`src/rtl/loba_pkg.sv`:
```
// Shared types and constants for the LOBA sequential multiplier: FSM states,
// term-count mode codes and the width helper for segment shift fields.
package loba_pkg;

  typedef enum logic [1:0] {
    IDLE  = 2'd0,
    SPLIT = 2'd1,
    MUL   = 2'd2,
    DONE  = 2'd3
  } loba_state_e;

  localparam logic [1:0] LOBA_M_HH  = 2'd0;
  localparam logic [1:0] LOBA_M_HHL = 2'd1;
  localparam logic [1:0] LOBA_M_3T  = 2'd2;
  localparam logic [1:0] LOBA_M_4T  = 2'd3;

  // A segment shift never exceeds n-K < n, so clog2(n) bits always suffice.
  function automatic int loba_shw(input int n);
    return $clog2(n);
  endfunction

endpackage

```
`src/rtl/loba_seg_split.sv`:
```
// Splits one operand into high and low K-bit segments anchored at its leading
// one, plus the left shift that re-positions each segment.
module loba_seg_split
  import loba_pkg::*;
#(
  parameter int N = 16,
  parameter int K = 4,
  localparam int SHW = loba_shw(N)
) (
  input  logic [N-1:0]   i_x,
  output logic [K-1:0]   o_xh,
  output logic [SHW-1:0] o_sh,
  output logic [K-1:0]   o_xl,
  output logic [SHW-1:0] o_sl
);

  int w_h;
  int w_lo_h;
  int w_lo_l;
  int w_len;

  always_comb begin
    w_h    = 0;
    w_lo_h = 0;
    w_lo_l = 0;
    w_len  = 0;
    o_xh   = '0;
    o_sh   = '0;
    o_xl   = '0;
    o_sl   = '0;
    for (int i = 0; i < N; i++) begin
      if (i_x[i]) w_h = i;
    end
    w_lo_h = (w_h >= K - 1) ? w_h - K + 1 : 0;
    // Bits above the leading one are zero, so the shifted value fits in K bits.
    o_xh   = K'(i_x >> w_lo_h);
    o_sh   = SHW'(w_lo_h);
    if (w_h >= K) begin
      w_lo_l = (w_h >= 2 * K - 1) ? w_h - 2 * K + 1 : 0;
      w_len  = w_h - K - w_lo_l + 1;
      o_xl   = K'((i_x >> w_lo_l) & ((N'(1) << w_len) - N'(1)));
      o_sl   = SHW'(w_lo_l);
    end
  end

endmodule

```
`src/rtl/loba_seq_mul.sv`:
```
// Handshake-driven LOBA approximate multiplier: one shared KxK multiplier
// accumulates 1..4 shifted segment products, one term per cycle.
module loba_seq_mul
  import loba_pkg::*;
#(
  parameter int N = 16,
  parameter int K = 4
) (
  input  logic           clk,
  input  logic           rst_n,
  input  logic           in_valid,
  output logic           in_ready,
  input  logic [N-1:0]   in_a,
  input  logic [N-1:0]   in_b,
  input  logic [1:0]     in_mode,
  output logic           out_valid,
  input  logic           out_ready,
  output logic [2*N-1:0] out_p,
  output logic           busy
);

  localparam int SHW = loba_shw(N);
  localparam int PW  = 2 * N;

  loba_state_e    r_state;
  logic [N-1:0]   r_a, r_b;
  logic [1:0]     r_mode, r_cnt;
  logic [K-1:0]   r_ah, r_al, r_bh, r_bl;
  logic [SHW-1:0] r_sha, r_sla, r_shb, r_slb;
  logic [PW-1:0]  r_acc;
  logic           r_in_ready, r_out_valid, r_busy;

  logic [K-1:0]   w_ah, w_al, w_bh, w_bl;
  logic [SHW-1:0] w_sha, w_sla, w_shb, w_slb;
  logic [K-1:0]   w_opa, w_opb;
  logic [SHW-1:0] w_sa, w_sb;
  logic [SHW:0]   w_sft;
  logic [2*K-1:0] w_prod;
  logic [PW-1:0]  w_term;

  loba_seg_split #(.N(N), .K(K)) u_split_a (
    .i_x (r_a), .o_xh(w_ah), .o_sh(w_sha), .o_xl(w_al), .o_sl(w_sla)
  );

  loba_seg_split #(.N(N), .K(K)) u_split_b (
    .i_x (r_b), .o_xh(w_bh), .o_sh(w_shb), .o_xl(w_bl), .o_sl(w_slb)
  );

  // Term order T0..T3 maps cnt[1] to A's segment and cnt[0] to B's segment.
  assign w_opa  = r_cnt[1] ? r_al  : r_ah;
  assign w_sa   = r_cnt[1] ? r_sla : r_sha;
  assign w_opb  = r_cnt[0] ? r_bl  : r_bh;
  assign w_sb   = r_cnt[0] ? r_slb : r_shb;
  assign w_sft  = {1'b0, w_sa} + {1'b0, w_sb};
  assign w_prod = {{K{1'b0}}, w_opa} * {{K{1'b0}}, w_opb};
  assign w_term = PW'(w_prod) << w_sft;

  assign in_ready  = r_in_ready;
  assign out_valid = r_out_valid;
  assign out_p     = r_acc;
  assign busy      = r_busy;

  always_ff @(posedge clk or negedge rst_n) begin
    if (!rst_n) begin
      r_state     <= IDLE;
      r_a         <= '0;
      r_b         <= '0;
      r_mode      <= LOBA_M_HH;
      r_cnt       <= '0;
      r_ah        <= '0;
      r_al        <= '0;
      r_bh        <= '0;
      r_bl        <= '0;
      r_sha       <= '0;
      r_sla       <= '0;
      r_shb       <= '0;
      r_slb       <= '0;
      r_acc       <= '0;
      r_in_ready  <= 1'b1;
      r_out_valid <= 1'b0;
      r_busy      <= 1'b0;
    end else begin
      unique case (r_state)
        IDLE: begin
          if (in_valid) begin
            r_a        <= in_a;
            r_b        <= in_b;
            r_mode     <= in_mode;
            r_in_ready <= 1'b0;
            r_busy     <= 1'b1;
            r_state    <= SPLIT;
          end
        end
        SPLIT: begin
          r_ah  <= w_ah;
          r_al  <= w_al;
          r_bh  <= w_bh;
          r_bl  <= w_bl;
          r_sha <= w_sha;
          r_sla <= w_sla;
          r_shb <= w_shb;
          r_slb <= w_slb;
          r_acc <= '0;
          r_cnt <= '0;
          if (r_a == '0 || r_b == '0) begin
            r_out_valid <= 1'b1;
            r_state     <= DONE;
          end else begin
            r_state <= MUL;
          end
        end
        MUL: begin
          r_acc <= r_acc + w_term;
          r_cnt <= r_cnt + 2'd1;
          if (r_cnt == r_mode) begin
            r_out_valid <= 1'b1;
            r_state     <= DONE;
          end
        end
        DONE: begin
          if (out_ready) begin
            r_out_valid <= 1'b0;
            r_in_ready  <= 1'b1;
            r_busy      <= 1'b0;
            r_state     <= IDLE;
          end
        end
        default: r_state <= IDLE;
      endcase
    end
  end

endmodule

```
`config.mk`:
```
export PLATFORM = sky130hd
export DESIGN_NAME = loba_seq_mul
export DESIGN_NICKNAME = d
export VERILOG_FILES = /design/src/rtl/loba_pkg.sv /design/src/rtl/loba_seg_split.sv /design/src/rtl/loba_seq_mul.sv
export SDC_FILE = /design/constraint.sdc
export NUM_CORES = 1
export LEC_CHECK = 0
export CAP_MARGIN = 20
export CELL_PAD_IN_SITES_DETAIL_PLACEMENT = 0
export CELL_PAD_IN_SITES_GLOBAL_PLACEMENT = 1
export CORE_ASPECT_RATIO = 1.75
export CORE_MARGIN = 2
export CORE_UTILIZATION = 47
export CTS_CLUSTER_DIAMETER = 200
export DETAILED_ROUTE_END_ITERATION = 16
export GPL_ROUTABILITY_DRIVEN = 0
export PLACE_DENSITY_LB_ADDON = 0.1
export SLEW_MARGIN = 20
export SYNTH_ARGS = -nofsm -noshare
export SYNTH_HDL_FRONTEND = slang
export SYNTH_SLANG_ARGS = --single-unit
```
`constraint.sdc`:
```
create_clock -name clk -period 8.99 [get_ports clk]
set_input_delay 1.3485 -clock clk [delete_from_list [all_inputs] [get_ports clk]]
set_output_delay 1.3485 -clock clk [all_outputs]
set_load 0.02 [all_outputs]
```
Yosys cells after proc, flatten, opt, wreduce, memory -nomap -nowiden
Cells that the tools add are included.
Storage, ports and cells
  logic and storage cells: 127
  register bits: 105
Cells by class
  shift-type cells: 7
  reduce and logical (&&, ||, !) cells: 11
  bitwise operators: 2
  magnitude comparators: 6
  $mul: 1
  add/subtract/negate cells: 17
  equal/unequal tests: 8
  mux-type cells: 58
Operators by type and width (number)
  32-bit by 2-bit adder with 32-bit output (second input constant): 6
  32-bit two-way mux: 4
  16-bit by 32-bit right shift with 4-bit output: 4
  4-bit two-way mux: 24
  32-bit one-hot mux with 2 select lines: 1
  1-bit by 32-bit << shifter with 4-bit output (first input constant): 2
  32-bit subtractor: 2
  32-bit adder: 1
  16-bit zero test: 2
  8-bit by 5-bit << shifter with 32-bit output: 1
  3-bit two-way mux: 8
  4-bit by 3-bit >= comparator with 1-bit output (second input constant): 4
  2-bit two-way mux: 7
  4-bit by 3-bit subtractor with 5-bit output (second input constant): 2
  4-bit by 4-bit subtractor with 5-bit output (second input constant): 2
  1-bit two-way mux: 9
  4-bit AND: 2
  4-bit by 2-bit >= comparator with 1-bit output (second input constant): 2
  4-bit by 4-bit multiplier with 8-bit output: 1
  2-bit inequality test (second input constant): 4
  2-bit one-hot mux with 4 select lines: 1
  4-bit by 1-bit subtractor with 4-bit output (second input constant): 2
  3-bit AND reduction: 2
  4-bit by 4-bit adder with 5-bit output: 1
  other kinds (13): 16

Depth between registers and ports, before layout
Gate-level depths: netlist (run 1).
  depth after elaboration: 24
  mapped depth: 28
  depth with buffers taken out: 25

Modules after synthesis
A second synthesis (run 1) with hierarchy kept.
Second synthesis, totals
  cell total of the unflattened synthesis: 1270
  area total of the unflattened synthesis: 11377.2 µm²
By module, submodules not included
  loba_seq_mul: cells each 708, seq. area each 2628.8 µm², instances 1, area each 7083.0 µm²
  loba_seg_split (u_split_b): cells each 279, seq. area each 0.0 µm², instances 1, area each 2190.9 µm²
  loba_seg_split (u_split_a): cells each 283, seq. area each 0.0 µm², instances 1, area each 2103.3 µm²

Least setup slack after synthesis (run 1)
No wires, ideal clock.
  path type: register -> register
  start: register r_cnt[0]
  end: register r_acc[30], in the netlist out_p[30]
  data arrival time: 6.408 ns
  cell stages (with the launch flop): 25
  slack: 2.462 ns
  cell sequence: dfrtp_1 clkbuf_1 clkbuf_1 mux2i_1 or2_2 fa_1 fa_1 inv_1 ha_1 a211oi_1 or2_2 o221ai_1 a211o_1 and2_1 a21oi_1 nor2_1 ha_1 a21o_1 a21o_1 a2111oi_0 nor3_1 o41ai_1 o21ai_0 xor2_1 a31o_1
Between the ends
  cells in the longest elaborated chain, start to end: 5
Ends and longest elaborated chain
  start, declared: RTL line loba_seq_mul.sv:27  | logic [1:0] r_mode, r_cnt;
  start signal, assigned: RTL line loba_seq_mul.sv:114  | r_cnt <= r_cnt + 2'd1;
  4-bit two-way mux (on tied branches): RTL line loba_seq_mul.sv:52, loba_seq_mul.sv:53
  4-bit by 4-bit multiplier with 8-bit output or 4-bit by 4-bit adder with 5-bit output (tied branches): RTL line loba_seq_mul.sv:55, loba_seq_mul.sv:54
  8-bit by 5-bit << shifter with 32-bit output *: RTL line loba_seq_mul.sv:56  | assign w_term = PW'(w_prod) << w_sft;
  32-bit adder *: RTL line loba_seq_mul.sv:113  | r_acc <= r_acc + w_term;
  32-bit one-hot mux with 2 select lines *: RTL line loba_seq_mul.sv:83  | unique case (r_state)
  end signal, assigned: RTL line loba_seq_mul.sv:113
  end, declared: RTL line loba_seq_mul.sv:30  | logic [PW-1:0] r_acc;
Every way passes the cells marked *; elsewhere a longest branch is shown, timed or not.
A chain may end at the register's enable or synchronous reset.

Worst setup path after layout (run 1)
Ends and elaborated chain as after synthesis.

==> flow_metrics.env, run 1 <==
export IMPL_coreArea_um2=22700
export IMPL_drc=0
export IMPL_crit_arrival_ps=7400
export IMPL_netlist_area_um2=10900
export IMPL_yosys_warnings=0
export IMPL_clock_path_buffers=2
export IMPL_clk_latency_ps=380
export IMPL_setup_tns_ps=0
export IMPL_io_pins=73
export IMPL_cts_root_buf="clkbuf_16"
export IMPL_cts_tree="done"
export IMPL_worst_setup_path_end_kind="flop"
export IMPL_fin_crit_ps=7130
export IMPL_hold_viol_final=0
export IMPL_die_area_um2=24400
export IMPL_slew_headroom_pct=31.1
export IMPL_clk_pin_slew_ps=70
export IMPL_cts_hold_buffers_added=0
export IMPL_ys_seq_area_share_pct=24.2
export IMPL_fin_nets=1452
export IMPL_port_buffer_count=72
export IMPL_drt_iter0_drc=716
export IMPL_ys_ff_latch=105
export IMPL_grt_max_degree=63
export IMPL_critPathKind="reg2reg"
export IMPL_drive_gt1_share_pct=9.48
export IMPL_fmax_mhz=140
export IMPL_cts_buffers=9
export IMPL_fillers=2152
export IMPL_drt_first_pass_iters=5
export IMPL_outcome="complete, no violations"
export IMPL_worst_slew_pin_slew_ps=1030
export IMPL_cap_violations=0
export IMPL_ys_flop_type="dfrtp_1"
export IMPL_detailed_place_hpwl_mm=27.2
export IMPL_cts_post_setup_buffers_inserted=0
export IMPL_diodes=0
export IMPL_synth_edff_count=0
export IMPL_setup_slack_ps=1860
export IMPL_synth_nets=1426
export IMPL_via_count=9976
export IMPL_finalMaxSlewViolations=0
export IMPL_syn_inst=1278
export IMPL_fin_worst_skew_ps=11.0
export IMPL_async_flop_share_pct=100
export IMPL_yosysUniqueCellTypes=89
export IMPL_whs_ps=481
export IMPL_drt_vias_per_instance=6.20
export IMPL_utilization_pct=53.2
export IMPL_worstPathMaxFanout=14
export IMPL_period_share_pct=79.3
export IMPL_ctsResizeCount=0
export IMPL_rows=73
export IMPL_setup_viol=0
export IMPL_syn_avg_cell_area_um2=8.50
export IMPL_die_w_um=119
export IMPL_grt_overflow=0
export IMPL_cts_sinks=105
export IMPL_initial_core_util_pct=47.8
export IMPL_antenna_found_initial=0
export IMPL_finalWirelength_mm=35.1
export IMPL_pre_cts_ws_ps=1800
export IMPL_die_height_um=205
export IMPL_rsz0062_at_grt="no"
export IMPL_htreeDepth=3
export IMPL_grt_pass1_wl_mm=56.3
export IMPL_grtUsageTotal_pct=29.6
export IMPL_min_path_type="reg2reg"
export IMPL_wire_per_inst_um=21.8
export IMPL_areaGrowthSynthToFinish_pct=11.5
export IMPL_cp_required_ps=9260
export IMPL_ant_nets=0
export IMPL_worst_setup_path_start_kind="flop"
export IMPL_first_global_vias=10400
[cells by family (layout without fill, tap and decap cells)]
kind of cell | Yosys count | in the layout | share of synthesized area, %
xor gates and xnor gates | 37 | 37 | 3.05
buffers and inverters | 148 | 178 | 5.31
adders and majority gates | 110 | 110 | 14.2
AOI/OAI and AO/OA | 349 | 349 | 21.9
DFF | 105 | 105 | 24.2
and+or+nand+nor | 416 | 416 | 18.9
muxes | 113 | 113 | 12.4
[critical path, cell delays in order (launching register included)]
cell and delay, ps:
dfrtp_1 690, mux2i_1 240, or2_2 340, fa_1 510, fa_1 620, inv_1 60, ha_1 300, a211oi_1 280
or2_2 190, o221ai_1 190, a211o_1 360, and2_1 210, a21oi_1 270, nor2_1 80, ha_1 340, a21o_1 180
a21o_1 180, a2111oi_0 400, nor3_1 140, o41ai_1 780, o21ai_0 250, xor2_1 190, a31o_1 220
[sequential cells by signal, indices dropped and copies added, names as in the netlist, 4 cells and up]
signal  count
out_p      32
r_a        16
r_bh        4
r_shb       4
r_al        4
r_ah        4
r_b        16
r_sha       4
r_slb       4
r_bl        4
r_sla       4
[worst paths after layout]
kind / cells after the start / slack [ps] / to / startpoint
worst min-delay path: 2 / 480 / r_shb[0]$_DFFE_PN0P_ / r_shb[0]$_DFFE_PN0P_
max in group asynchronous: 2 / 6820 / r_al[2]$_DFFE_PN0P_ / rst_n
worst max register to register: 22 / 1860 / out_p[30]$_DFFE_PN0P_ / r_cnt[0]$_DFFE_PN0P_
worst max-delay path: 22 / 1860 / out_p[30]$_DFFE_PN0P_ / r_cnt[0]$_DFFE_PN0P_
min in group asynchronous: 1 / 1070 / out_p[4]$_DFFE_PN0P_ / rst_n
worst min register to register: 2 / 480 / r_shb[0]$_DFFE_PN0P_ / r_shb[0]$_DFFE_PN0P_
[per-stage QoR]
stage	area, um2	instances
after floorplan	10900	1278
after global placement	11800	1593
after detailed placement	11800	1593
after CTS	12100	1608
after global routing	12100	1608
final	12100	1608
[layout make-up]
class	instances	area, um2	area share (%)
Sequential cell	105	2630	21.7
Clock inverter	5	104	0.858
Multi-Input combinational cell	1025	7660	63.3
Clock buffer	10	239	1.97
Timing Repair Buffer	81	786	6.49
Tap cell	300	375	3.10
Inverter	82	308	2.54
[layout by cell type, fill, tap and decap left out, types with 22 or more instances in the layout]
cell type	netlist	routed
nor2_1	123	123
dfrtp_1	104	104
ha_1	88	88
nand3_1	33	33
nand2_1	102	102
mux2_2	55	55
clkdlybuf4s50_1	0	71
a21oi_1	72	72
mux2i_1	45	45
o22ai_1	31	31
inv_1	76	76
o21ai_0	63	63
nor3_1	34	34
fa_1	22	22
[synthesized netlist by cell type (16+ instances only)]
master,count,area share (%)
mux2_2,55,5.7
ha_1,88,10
xor2_1,19,1.5
o22ai_1,31,1.8
xnor2_1,17,1.4
a211oi_1,16,1.1
fa_1,22,4.1
nor3_1,34,1.6
dfrtp_1,104,24
a21oi_1,72,3.3
mux2i_1,45,4.1
clkbuf_1,51,1.8
nor2_1,123,4.3
a21o_1,21,1.5
nand2b_1,19,1.1
nand3_1,33,1.5
nand2_1,102,3.5
o21ai_0,63,2.9
inv_1,76,2.6
[metal layers]
layer	global-route usage (%)	share of wire (%)	vias to the layer above
met5	0	0	-
met4	17.4	6.5	0
met3	4.04	3.3	109
met2	57.7	55	290
met1	29.1	36	4831
li1	-	-	4746
Power of run 1 is left out: the tool's default activity adds up to more than one toggle a clock period on the data nets, which glitch-free logic cannot reach.
==> run 2, diff against run 1 <==
Clock period 8.99 ns to 7.25 ns, I/O delays scaled along.
==> run 2 against run 1 <==
Clock skew up 2.3 ps. Worst setup slack got worse by 1400 ps. Wire length down 1.1%. Non-clock buffer count up 8. Sequential cell count stayed put. Clock-buffer cell count is 1 higher. Utilization shrank 0.077 points. First-iteration DRC count is 26% lower. Register-to-register slack lost 1400 ps. Die area unchanged. Cell area is 0.15% lower. Sequential share of layout area is 0.052 points higher. Critical endpoint is now out_p[31]$_DFFE_PN0P_. Largest cell class unchanged. Highest routed layer unchanged.
==> flow_metrics.env, run 2 (same netlist as run 1, synthesis figures left out) <==
export IMPL_worst_setup_path_end_kind="flop"
export IMPL_fmax_mhz=147
export IMPL_grtUsageTotal_pct=28.8
export IMPL_outcome="complete, no violations"
export IMPL_hold_viol_final=0
export IMPL_grt_max_degree=60
export IMPL_cts_buffers=9
export IMPL_largest_reg_flops=32
export IMPL_grt_overflow=0
export IMPL_setup_tns_ps=0
export IMPL_htreeDepth=3
export IMPL_diodes=0
export IMPL_rsz0062_at_grt="no"
export IMPL_fin_crit_ps=6810
export IMPL_port_buffer_count=72
export IMPL_clk_latency_ps=370
export IMPL_cts_sinks=105
export IMPL_antenna_found_initial=0
export IMPL_initial_core_util_pct=47.8
export IMPL_die_area_um2=24400
export IMPL_ant_nets=0
export IMPL_cts_hold_buffers_added=0
export IMPL_rows=73
export IMPL_finalWirelength_mm=34.7
export IMPL_die_w_um=119
export IMPL_grt_pass1_wl_mm=55.0
export IMPL_clock_path_buffers=2
export IMPL_first_global_vias=10400
export IMPL_drt_vias_per_instance=6.22
export IMPL_slew_headroom_pct=29.6
export IMPL_via_count=10100
export IMPL_drive_gt1_share_pct=10.1
export IMPL_layout_common_cells="nor2_1 (123), nand2_1 (102), dfrtp_1 (102)"
export IMPL_worst_path_max_delay_cell="fa_1"
export IMPL_layout_cells_most_common="nor2_1"
export IMPL_critPathKind="reg2reg"
export IMPL_worstPathCellList="mux2i_1, or2_2, fa_1, fa_1, inv_1, ha_1, a211oi_1, or2_2, o221ai_1, a211o_1, and2_1, a21oi_1, nor2_1, ha_1, a21oi_1, o21ai_0, a2111oi_0, nor3_1, nor4b_1, o31ai_1, xnor2_1, o2bb2ai_1"
export IMPL_worst_setup_path_start_kind="flop"
export IMPL_worst_slew_pin_slew_ps=1050
export IMPL_drt_first_pass_iters=5
export IMPL_period_share_pct=94.0
export IMPL_fin_worst_skew_ps=13.4
export IMPL_die_height_um=205
export IMPL_drt_iter0_drc=527
export IMPL_areaGrowthSynthToFinish_pct=11.3
export IMPL_detailed_place_hpwl_mm=27.1
export IMPL_setup_viol=0
export IMPL_finalMaxSlewViolations=0
export IMPL_min_path_type="reg2reg"
export IMPL_io_pins=73
export IMPL_cap_violations=0
export IMPL_coreArea_um2=22700
export IMPL_wire_per_inst_um=21.5
export IMPL_clk_pin_slew_ps=70
export IMPL_cts_root_buf="clkbuf_16"
export IMPL_crit_arrival_ps=7030
export IMPL_crit_path_max_incr_delay_ps=620
export IMPL_cp_required_ps=7460
export IMPL_cts_tree="done"
export IMPL_drc=0
export IMPL_worstPathMaxFanout=10
export IMPL_fin_nets=1460
run 2: timing repair:
item,4_1_cts,5_1_grt
buffers inserted,0,0
endpoints found under the setup margin,0,6
resized for setup,0,2
run 2: worst max-delay path, delay by kind of cell (launching register included):
| kind | cells | cell delay, ps |
|---|---|---|
| AOI/OAI and AO/OA | 9 | 2290 |
| xor gates and xnor gates | 1 | 210 |
| adders and majority gates | 4 | 1720 |
| buffers and inverters | 1 | 60 |
| DFF | 1 | 520 |
| muxes | 1 | 520 |
| and+or+nand+nor | 6 | 1340 |
run 2: worst paths after layout:
kind	slack [ps]	cells after the start	start	to
worst max-delay path	440	22	r_cnt[1]$_DFFE_PN0P_	out_p[31]$_DFFE_PN0P_
worst min-delay path	490	1	r_sla[0]$_DFFE_PN0P_	r_sla[0]$_DFFE_PN0P_
worst max register to register	440	22	r_cnt[1]$_DFFE_PN0P_	out_p[31]$_DFFE_PN0P_
worst min register to register	490	1	r_sla[0]$_DFFE_PN0P_	r_sla[0]$_DFFE_PN0P_
max in group asynchronous	5270	2	rst_n	r_a[9]$_DFFE_PN0P_
min in group asynchronous	740	1	rst_n	out_p[9]$_DFFE_PN0P_
run 2: cell type report:
type / instances / area [um2]
clock buffer: 11 / 233
clock inverter: 5 / 38.8
fill: 2178 / 10700
inverter: 82 / 308
multi-input combinational: 1025 / 7660
sequential: 105 / 2630
tap: 300 / 375
timing repair buffer: 89 / 846
run 2: routing by layer:
layer  up-vias  wire length [um]  track usage (%)
met5         -                 0                0
met4         0              2200             18.1
met3       110               958             2.90
met2       280             19100             55.9
met1      4898             12400             28.7
li1       4775                 -                -
run 2: stage by stage:
| stage | setup WS (ps) | instances | hold slack (ps) | util, % | instance area [um2] |
|---|---|---|---|---|---|
| finish | 437 | 1617 | 492 | 53.1 | 12100 |
| global route | 56.7 | 1617 | 510 | 53.1 | 12100 |
| CTS | 355 | 1617 | 496 | 53.1 | 12100 |
| detailed placement | 406 | 1601 | 472 | 51.9 | 11800 |
| global placement | 551 | 1601 | 472 | 51.9 | 11800 |
| floorplan | 722 | 1278 | 443 | - | 10900 |
Power of run 2 is left out for the same reason.
==> run 3, diff against run 2 <==
Settings changed: SETUP_SLACK_MARGIN set to 0.4.
==> run 3 against run 2 <==
Critical path depth increased by 2. Via count about the same. Utilization increased by 0.28 points. Clock-buffer cell count unchanged.
==> flow_metrics.env, run 3 (same netlist as run 1, synthesis figures left out) <==
export IMPL_reg2reg_to="r_al[1]$_DFFE_PN0P_"
export IMPL_via_count=10100
export IMPL_pre_cts_ws_ps=406
export IMPL_crit_path_frequent_cell="a21o_1"
export IMPL_grt_max_degree=60
export IMPL_die_height_um=205
export IMPL_cts_buffers=9
export IMPL_grtUsageTotal_pct=28.8
export IMPL_drt_first_pass_iters=7
export IMPL_r2r_cells=24
export IMPL_clk_pin_slew_ps=70
export IMPL_worst_setup_path_start_kind="flop"
export IMPL_outcome="complete, no violations"
export IMPL_drive_gt1_share_pct=11.1
export IMPL_diodes=0
export IMPL_fin_crit_ps=6550
export IMPL_setup_viol=0
export IMPL_cp_required_ps=7510
export IMPL_r2r_start="r_a[10]$_DFFE_PN0P_"
export IMPL_worstPathMaxFanout=11
export IMPL_fin_worst_skew_ps=13.8
export IMPL_cts_root_buf="clkbuf_16"
export IMPL_setup_tns_ps=0
export IMPL_clk_latency_ps=370
export IMPL_fillers=2173
export IMPL_seq_area_um2=2640
export IMPL_r2r_setup_slack_ps=700
export IMPL_coreArea_um2=22700
export IMPL_antenna_found_initial=0
export IMPL_fin_nets=1461
export IMPL_layout_cells_most_common="nor2_1"
export IMPL_hold_viol_final=0
export IMPL_crit_start="r_a[10]$_DFFE_PN0P_"
export IMPL_drt_vias_per_instance=6.22
export IMPL_wire_per_inst_um=21.5
export IMPL_rows=73
export IMPL_multi_input_area_um2=7710
export IMPL_slew_headroom_pct=26.0
export IMPL_finalWirelength_mm=34.7
export IMPL_place_area_um2=11800
export IMPL_setup_slack_ps=701
export IMPL_first_global_vias=10400
export IMPL_setup_worst_path_end="r_al[1]$_DFFE_PN0P_"
export IMPL_finalMaxSlewViolations=0
export IMPL_cap_violations=0
export IMPL_detailed_place_hpwl_mm=27.1
export IMPL_initial_core_util_pct=47.8
export IMPL_crit_arrival_ps=6810
export IMPL_drc=0
export IMPL_worst_setup_path_end_kind="flop"
export IMPL_layout_common_cells="nor2_1 (123), nand2_1 (102), dfrtp_1 (98)"
export IMPL_period_share_pct=90.3
export IMPL_clock_path_buffers=2
export IMPL_design_area_um2=12200
export IMPL_htreeDepth=3
export IMPL_worst_path_max_delay_cell="dfrtp_1"
export IMPL_die_w_um=119
export IMPL_crit_path_max_incr_delay_ps=530
export IMPL_min_path_type="reg2reg"
export IMPL_die_area_um2=24400
export IMPL_io_pins=73
export IMPL_port_buffer_count=72
export IMPL_critPathKind="reg2reg"
export IMPL_grt_pass1_wl_mm=55.0
export IMPL_rsz0062_at_grt="yes"
export IMPL_cts_tree="done"
export IMPL_ant_nets=0
export IMPL_cts_sinks=105
export IMPL_fmax_mhz=153
export IMPL_grt_overflow=0
export IMPL_worst_slew_pin_slew_ps=1100
export IMPL_areaGrowthSynthToFinish_pct=11.9
export IMPL_largest_reg_flops=32
export IMPL_worstPathCellList="or2_2, a211o_1, a21oi_1, buf_4, inv_1, ha_4, xor2_1, and2_1, inv_2, ha_1, fa_1, a21o_1, a21o_1, a21o_1, fa_1, nor4b_1, nand4_1, or4bb_1, nor3_1, o21ai_0, ha_1, nor3_1, a32oi_1, o41ai_1"
export IMPL_drt_iter0_drc=564
[run 3: per-stage QoR]
step | std cells | hold slack, ps | util (%)
final | 1618 | 493 | 53.4
after global routing | 1618 | 510 | 53.4
after global placement | 1601 | 472 | 51.9
after detailed placement | 1601 | 472 | 51.9
after floorplan | 1278 | 443 | -
after CTS | 1617 | 496 | 53.1
[run 3: worst min path at each step]
| stage | end | slack [ps] | depth (start not counted) | startpoint |
|---|---|---|---|---|
| after floorplan | r_bl[2]$_DFFE_PN0P_ | 440 | 2 | r_bl[2]$_DFFE_PN0P_ |
| after global placement | r_sla[0]$_DFFE_PN0P_ | 470 | 1 | r_sla[0]$_DFFE_PN0P_ |
| after detailed placement | r_sla[0]$_DFFE_PN0P_ | 470 | 1 | r_sla[0]$_DFFE_PN0P_ |
| after CTS | r_sla[0]$_DFFE_PN0P_ | 500 | 1 | r_sla[0]$_DFFE_PN0P_ |
| after global routing | r_sla[0]$_DFFE_PN0P_ | 510 | 1 | r_sla[0]$_DFFE_PN0P_ |
| final | r_sla[0]$_DFFE_PN0P_ | 490 | 1 | r_sla[0]$_DFFE_PN0P_ |
[run 3: layout make-up]
| cell class | count | share of cell area, % |
|---|---|---|
| clock inverter | 5 | 0.319 |
| timing repair buffer | 90 | 7.02 |
| multi-input combinational | 1025 | 63.4 |
| tap | 300 | 3.09 |
| inverter | 82 | 2.53 |
| sequential | 105 | 21.7 |
| clock buffer | 11 | 1.92 |
[run 3: repair_timing]
action	in CTS	in global routing
endpoints found under the hold margin	0	0
gates cloned	0	0
hold buffers	0	0
endpoints found under the setup margin	2	14
gates resized for setup	2	15
buffers inserted	0	1
pin swaps	0	2
[run 3: critical path, delay by kind of cell, from the launching register on]
family / cells / cell delay (ps)
AO/OA/AOI/OAI: 8 / 1450
XOR/XNOR: 1 / 170
adder cells (fa/ha/maj): 5 / 1790
buffers and inverters: 3 / 390
flip-flops: 1 / 530
AND/OR/NAND/NOR: 7 / 2100
[run 3: per-layer routing]
layer / part of all wire [%] / vias up / track usage, %
met2: 55 / 301 / 56.1
met1: 36 / 4882 / 28.7
met3: 2.9 / 110 / 2.78
met4: 6.3 / 0 / 18.0
li1: - / 4777 / -
met5: 0 / - / 0
Power of run 3 is left out for the same reason.
==> patch 1 (settings of run 3) <==
`K` is set to 4 in 2 places; all go to 3.
--- a/src/rtl/loba_seg_split.sv
+++ b/src/rtl/loba_seg_split.sv
@@ -6,3 +6,3 @@
   parameter int N = 16,
-  parameter int K = 4,
+  parameter int K = 3,
   localparam int SHW = loba_shw(N)
--- a/src/rtl/loba_seq_mul.sv
+++ b/src/rtl/loba_seq_mul.sv
@@ -6,3 +6,3 @@
   parameter int N = 16,
-  parameter int K = 4
+  parameter int K = 3
 ) (
Check against the original RTL: not equivalent (a bounded check fails within 4 cycles, from zero or initial values and one cycle with rst_n low).
==> patch 1 against run 3 <==
Area after synthesis fell by 3.7%; worst setup slack better by 0.23 ns; design area fell by 4.0%; critical path depth fell by 1; routed wire length is 10% lower; core utilization decreased by 0.36 points; fmax is 3.6% higher; worst hold slack worse by 0.0011 ns; clock skew down 0.0025 ns; critical path type unchanged; sequential cell count down 4.
Power is left out: the tool's default activity adds up to more than one toggle a clock period on the data nets, which glitch-free logic cannot reach.
==> patch 1: results <==
group,metric,value,unit
synth,synth.distinct_cells,92,
global_routing,antenna_found_initial,0,
drt,vias,9451,
run_status,status,"finished clean",
drt,wl_met1,11600,µm
synth,synthTopCellsByArea,"dfrtp_1, ha_1, mux2_2, nor2_1, a21oi_1",
synth,yosysSeqAreaShare,0.242,
clock_tree,clk_pin_slew,0.07,ns
global_routing,grt_max_degree,56,
worst_hold_path,hp-class,"flop to flop",
synth,synthesis.nets,1336,
final_layout,fin_nets,1374,
global_routing,grt_pass1_vias,9710,
clock_tree,htreeDepth,3,
final_layout,antenna_cells,0,
global_routing,grtUsageTotal,0.271,
drt,highest_layer,"met4",
drt,wl_met3,974,µm
timing,fin_skew,0.0113,ns
clock_tree,cts_buffers,9,
drt,met2_length,16900,µm
placed_design,dpl_worst_slack,0.769,ns
critical_path,path_max_fanout,11,
drt,wl_per_cell,20.2,µm
placed_design,dp_hpwl,24000,µm
placed_design,io_buffers,72,
clock_tree,cts.path.max_buffers,2,
final_layout,n_fill_cell,2206,
synth,async_flop_share,1.00,
drt,dr.pass1.iters,5,
timing,slew_headroom,0.314,
final_layout,largest_reg_flops,32,
synth,synth_warnings,0,
clock_tree,clk_latency,0.37,ns
global_routing,grt_pass1_wl,50000,µm
synth,synthTopCellsByCount,"nor2_1, nand2_1, dfrtp_1",
critical_path,arrival,6.59,ns
clock_tree,cts_root_buf,"clkbuf_16",
synth,ys.flop_type,"dfrtp_1",
critical_path,slowest_stage,"dfrtp_1",
drt,drtIter0Drc,511,
final_layout,final_layout_size_suffix_gt1_frac,0.122,
critical_path,cpPeakStageDelay,0.64,ns
-- patch 1: cell types whose count changed in the layout (fill, tap and decap cells not counted), sizes merged, moves of 11 or more --
cell,before,now
a21oi,72,86
fa,22,6
inv,82,61
nor2,127,112
o21ai,72,55
o22ai,31,10
o2bb2ai,8,26
xnor2,17,28
-- patch 1: routing by layer --
| metal | global-route usage | vias to the layer above |
|---|---|---|
| met5 | 0 | - |
| li1 | - | 4532 |
| met4 | 0.146 | 0 |
| met1 | 0.291 | 4556 |
| met2 | 0.503 | 258 |
| met3 | 0.0271 | 105 |
-- patch 1: critical path, delay by kind of cell, from the launching register on --
family	cells	cell delay, ns
AOI/OAI and AO/OA	10	2.62
adders and majority gates	4	1.42
and+or+nand+nor	5	0.87
DFF	1	0.64
muxes	2	0.41
xor gates and xnor gates	1	0.19
buffers and inverters	1	0.05
-- patch 1: repair_timing --
| action | in CTS | in global routing |
|---|---|---|
| hold buffers | 0 | 0 |
| gates resized for setup | 0 | 2 |
| setup buffers | 0 | 3 |
| setup endpoints to repair | 0 | 2 |
-- patch 1: cell type report --
class                      count  area, µm²  area share
clock inverter                 7       80.1     0.00686
multi-input combinational    980       7390       0.634
sequential                   101       2530       0.217
inverter                      61        229      0.0196
tap                          296        370      0.0317
clock buffer                   9        225      0.0193
timing repair buffer          88        838      0.0719
-- patch 1: worst paths after layout --
| kind | startpoint | to | slack [ns] | cells past startpoint |
|---|---|---|---|---|
| setup / recovery | r_cnt[0] | out_p[31] | 0.93 | 23 |
| hold / removal | r_sha[3] | r_sha[3] | 0.49 | 2 |
| setup reg to reg | r_cnt[0] | out_p[31] | 0.93 | 23 |
| hold reg to reg | r_sha[3] | r_sha[3] | 0.49 | 2 |
| max in group asynchronous | rst_n | busy | 5.34 | 2 |
| min in group asynchronous | rst_n | out_p[23] | 0.72 | 1 |
-- patch 1: metrics by stage --
stage	area, µm²	instances	hold WS [ns]
final	11700	1542	0.492
after global routing	11700	1542	0.522
after global placement	11300	1523	0.462
after detailed placement	11300	1523	0.477
after floorplan	10500	1203	0.443
after CTS	11600	1539	0.495
-- patch 1: logic make-up after synthesis --
group	synth area share
XOR/XNOR	0.0480
flip-flops	0.242
AND/OR/NAND/NOR	0.170
AO/OA/AOI/OAI	0.243
adder cells (fa/ha/maj)	0.120
multiplexers	0.126
buffers and inverters	0.0518
==> patch 2 (flow settings as in run 3) <==
Without the edit above. Make the reset (`rst_n`) synchronous in one clocked block.
--- a/src/rtl/loba_seq_mul.sv
+++ b/src/rtl/loba_seq_mul.sv
@@ -62,3 +62,3 @@
 
-  always_ff @(posedge clk or negedge rst_n) begin
+  always_ff @(posedge clk) begin
     if (!rst_n) begin
Function: differs if rst_n is asserted again (counterexample within 4 cycles, from zero or initial values and one cycle with rst_n low); with rst_n held inactive, the same outputs for 4 cycles.
==> patch 2 against run 3 <==
Synthesized cell count grew 11%; sequential cell count is the same; area after synthesis grew 1.8%; worst setup slack lost 0.093 ns; design area grew 3.4%; routed wire length shrank 3.0%.
==> patch 2: results <==
group,metric,value,unit
run_status,status,"finished clean",
timing,worstMarginPinSlew,0.981,ns
worst_hold_path,hp-class,"flop to flop",
synth,synth.distinct_cells,86,
global_routing,grt_max_degree,54,
clock_tree,cts.path.max_buffers,2,
drt,drtIter0Drc,509,
timing,fin_skew,0.00974,ns
critical_path,cp-startpoint,"r_a[11]",
drt,drt_wl_total,33700,µm
worst_hold_path,holdPathEnd,"r_al[3]",
drt,dr.pass1.iters,5,
placed_design,dpl_worst_slack,0.113,ns
critical_path,ff2ff_path_depth,23,
clock_tree,cts_buffers,9,
power,max-vdd-ir-drop,0.000272,V
synth,yosysSeqAreaShare,0.190,
worst_hold_path,hp-start,"r_al[3]",
critical_path,crit_family,"simple AND/OR/NAND/NOR gates",
critical_path,cpPeakStageDelay,0.58,ns
synth,synth_warnings,0,
power,swShare,0.525,
synth,synth-compound-area-share,0.264,
drt,drt-vias-per-instance,6.05,
global_routing,grt_pass1_vias,10670,
final_layout,final_layout_size_suffix_gt1_frac,0.101,
critical_path,worst_r2r_endpoint,"r_al[1]",
synth,synthTopCellsByCount,"nand2_1, dfxtp_1, nor2_1",
clock_tree,htreeDepth,3,
synth,async_flop_share,0,
placed_design,dp_hpwl,26200,µm
synth,synth_fa_ha_area_frac,0.139,
critical_path,path_max_fanout,10,
synth,synth-xor-area-share,0.0222,
critical_path,reg2reg_slack,0.61,ns
global_routing,grtUsageTotal,0.275,
synth,synthesis.nets,1572,
final_layout,largest_reg_flops,32,
critical_path,slowest_stage,"or4_4",
synth,synth_mux_area_frac,0.0959,
worst_hold_path,min_path_cells,2,
critical_path,arrival,6.96,ns
timing,fmax,151,MHz
final_layout,n_fill_cell,2306,
global_routing,grt_pass1_wl,54300,µm
synth,synthTopCellsByArea,"dfxtp_1, ha_1, nand2_1, mux2i_1, fa_1",
## patch 2: worst max-delay path by stage
stage,to,slack (ns),cells past startpoint
after floorplan,r_al[1],0.45,27
after global placement,r_al[1],0.25,26
after detailed placement,r_al[1],0.11,26
after CTS,r_al[1],0.41,24
after global routing,r_al[1],0.40,23
final,r_al[1],0.61,23
## patch 2: cell families after synthesis
kind of cell             after synthesis
XOR/XNOR                              28
adder cells (fa/ha/maj)              110
AO/OA/AOI/OAI                        421
AND/OR/NAND/NOR                      521
flip-flops                           105
multiplexers                          86
buffers and inverters                153
## patch 2: per-layer routing
metal | track usage | up-vias | part of all wire | wire, µm
met1 | 0.282 | 5083 | 0.37 | 12600
met3 | 0.0354 | 99 | 0.032 | 1080
met5 | 0 | - | 0 | 0
met4 | 0.164 | 0 | 0.056 | 1880
li1 | - | 5259 | - | -
met2 | 0.527 | 273 | 0.54 | 18200
## patch 2: timing repair
item,in CTS,in global routing
setup buffers,2,2
resized for setup,2,25
pin swaps,2,6
setup endpoints to repair,1,21
## patch 2: worst register-to-register path: cells and delay by family (launching register included)
family                     cells  cell delay (ns)
and+or+nand+nor               10             3.11
adders and majority gates      6             1.86
AOI/OAI and AO/OA              6             1.17
DFF                            1             0.38
buffers and inverters          1             0.09
## patch 2: area by class of cell
cell class	count	share of cell area
repair buffers	111	0.0803
well taps	304	0.0303
clock inverters	4	0.00388
clock buffers	12	0.0212
inverters	69	0.0206
flip-flops and latches	105	0.169
multi-input cells	1166	0.675
## patch 2: power by group through the flow
| stage | registers [W] | logic, W | clock network, W |
|---|---|---|---|
| 6_report | 0.000835 | 0.00509 | 0.000545 |
| 5_1_grt | 0.000851 | 0.00564 | 0.000581 |
| 4_1_cts | 0.000830 | 0.00496 | 0.000564 |
| 3_5_place_dp | 0.000843 | 0.00493 | 0 |
| 3_3_place_gp | 0.000841 | 0.00489 | 0 |
| 2_1_floorplan | 0.000766 | 0.00387 | 0 |
## patch 2: metrics by stage
step	std cells	power (W)	hold slack (ns)	cell area, µm²
after floorplan	1424	0.00464	0.425	11100
after global placement	1750	0.00573	0.448	12100
after detailed placement	1750	0.00577	0.462	12100
after CTS	1768	0.00636	0.479	12400
after global routing	1771	0.00707	0.500	12600
final	1771	0.00647	0.472	12600
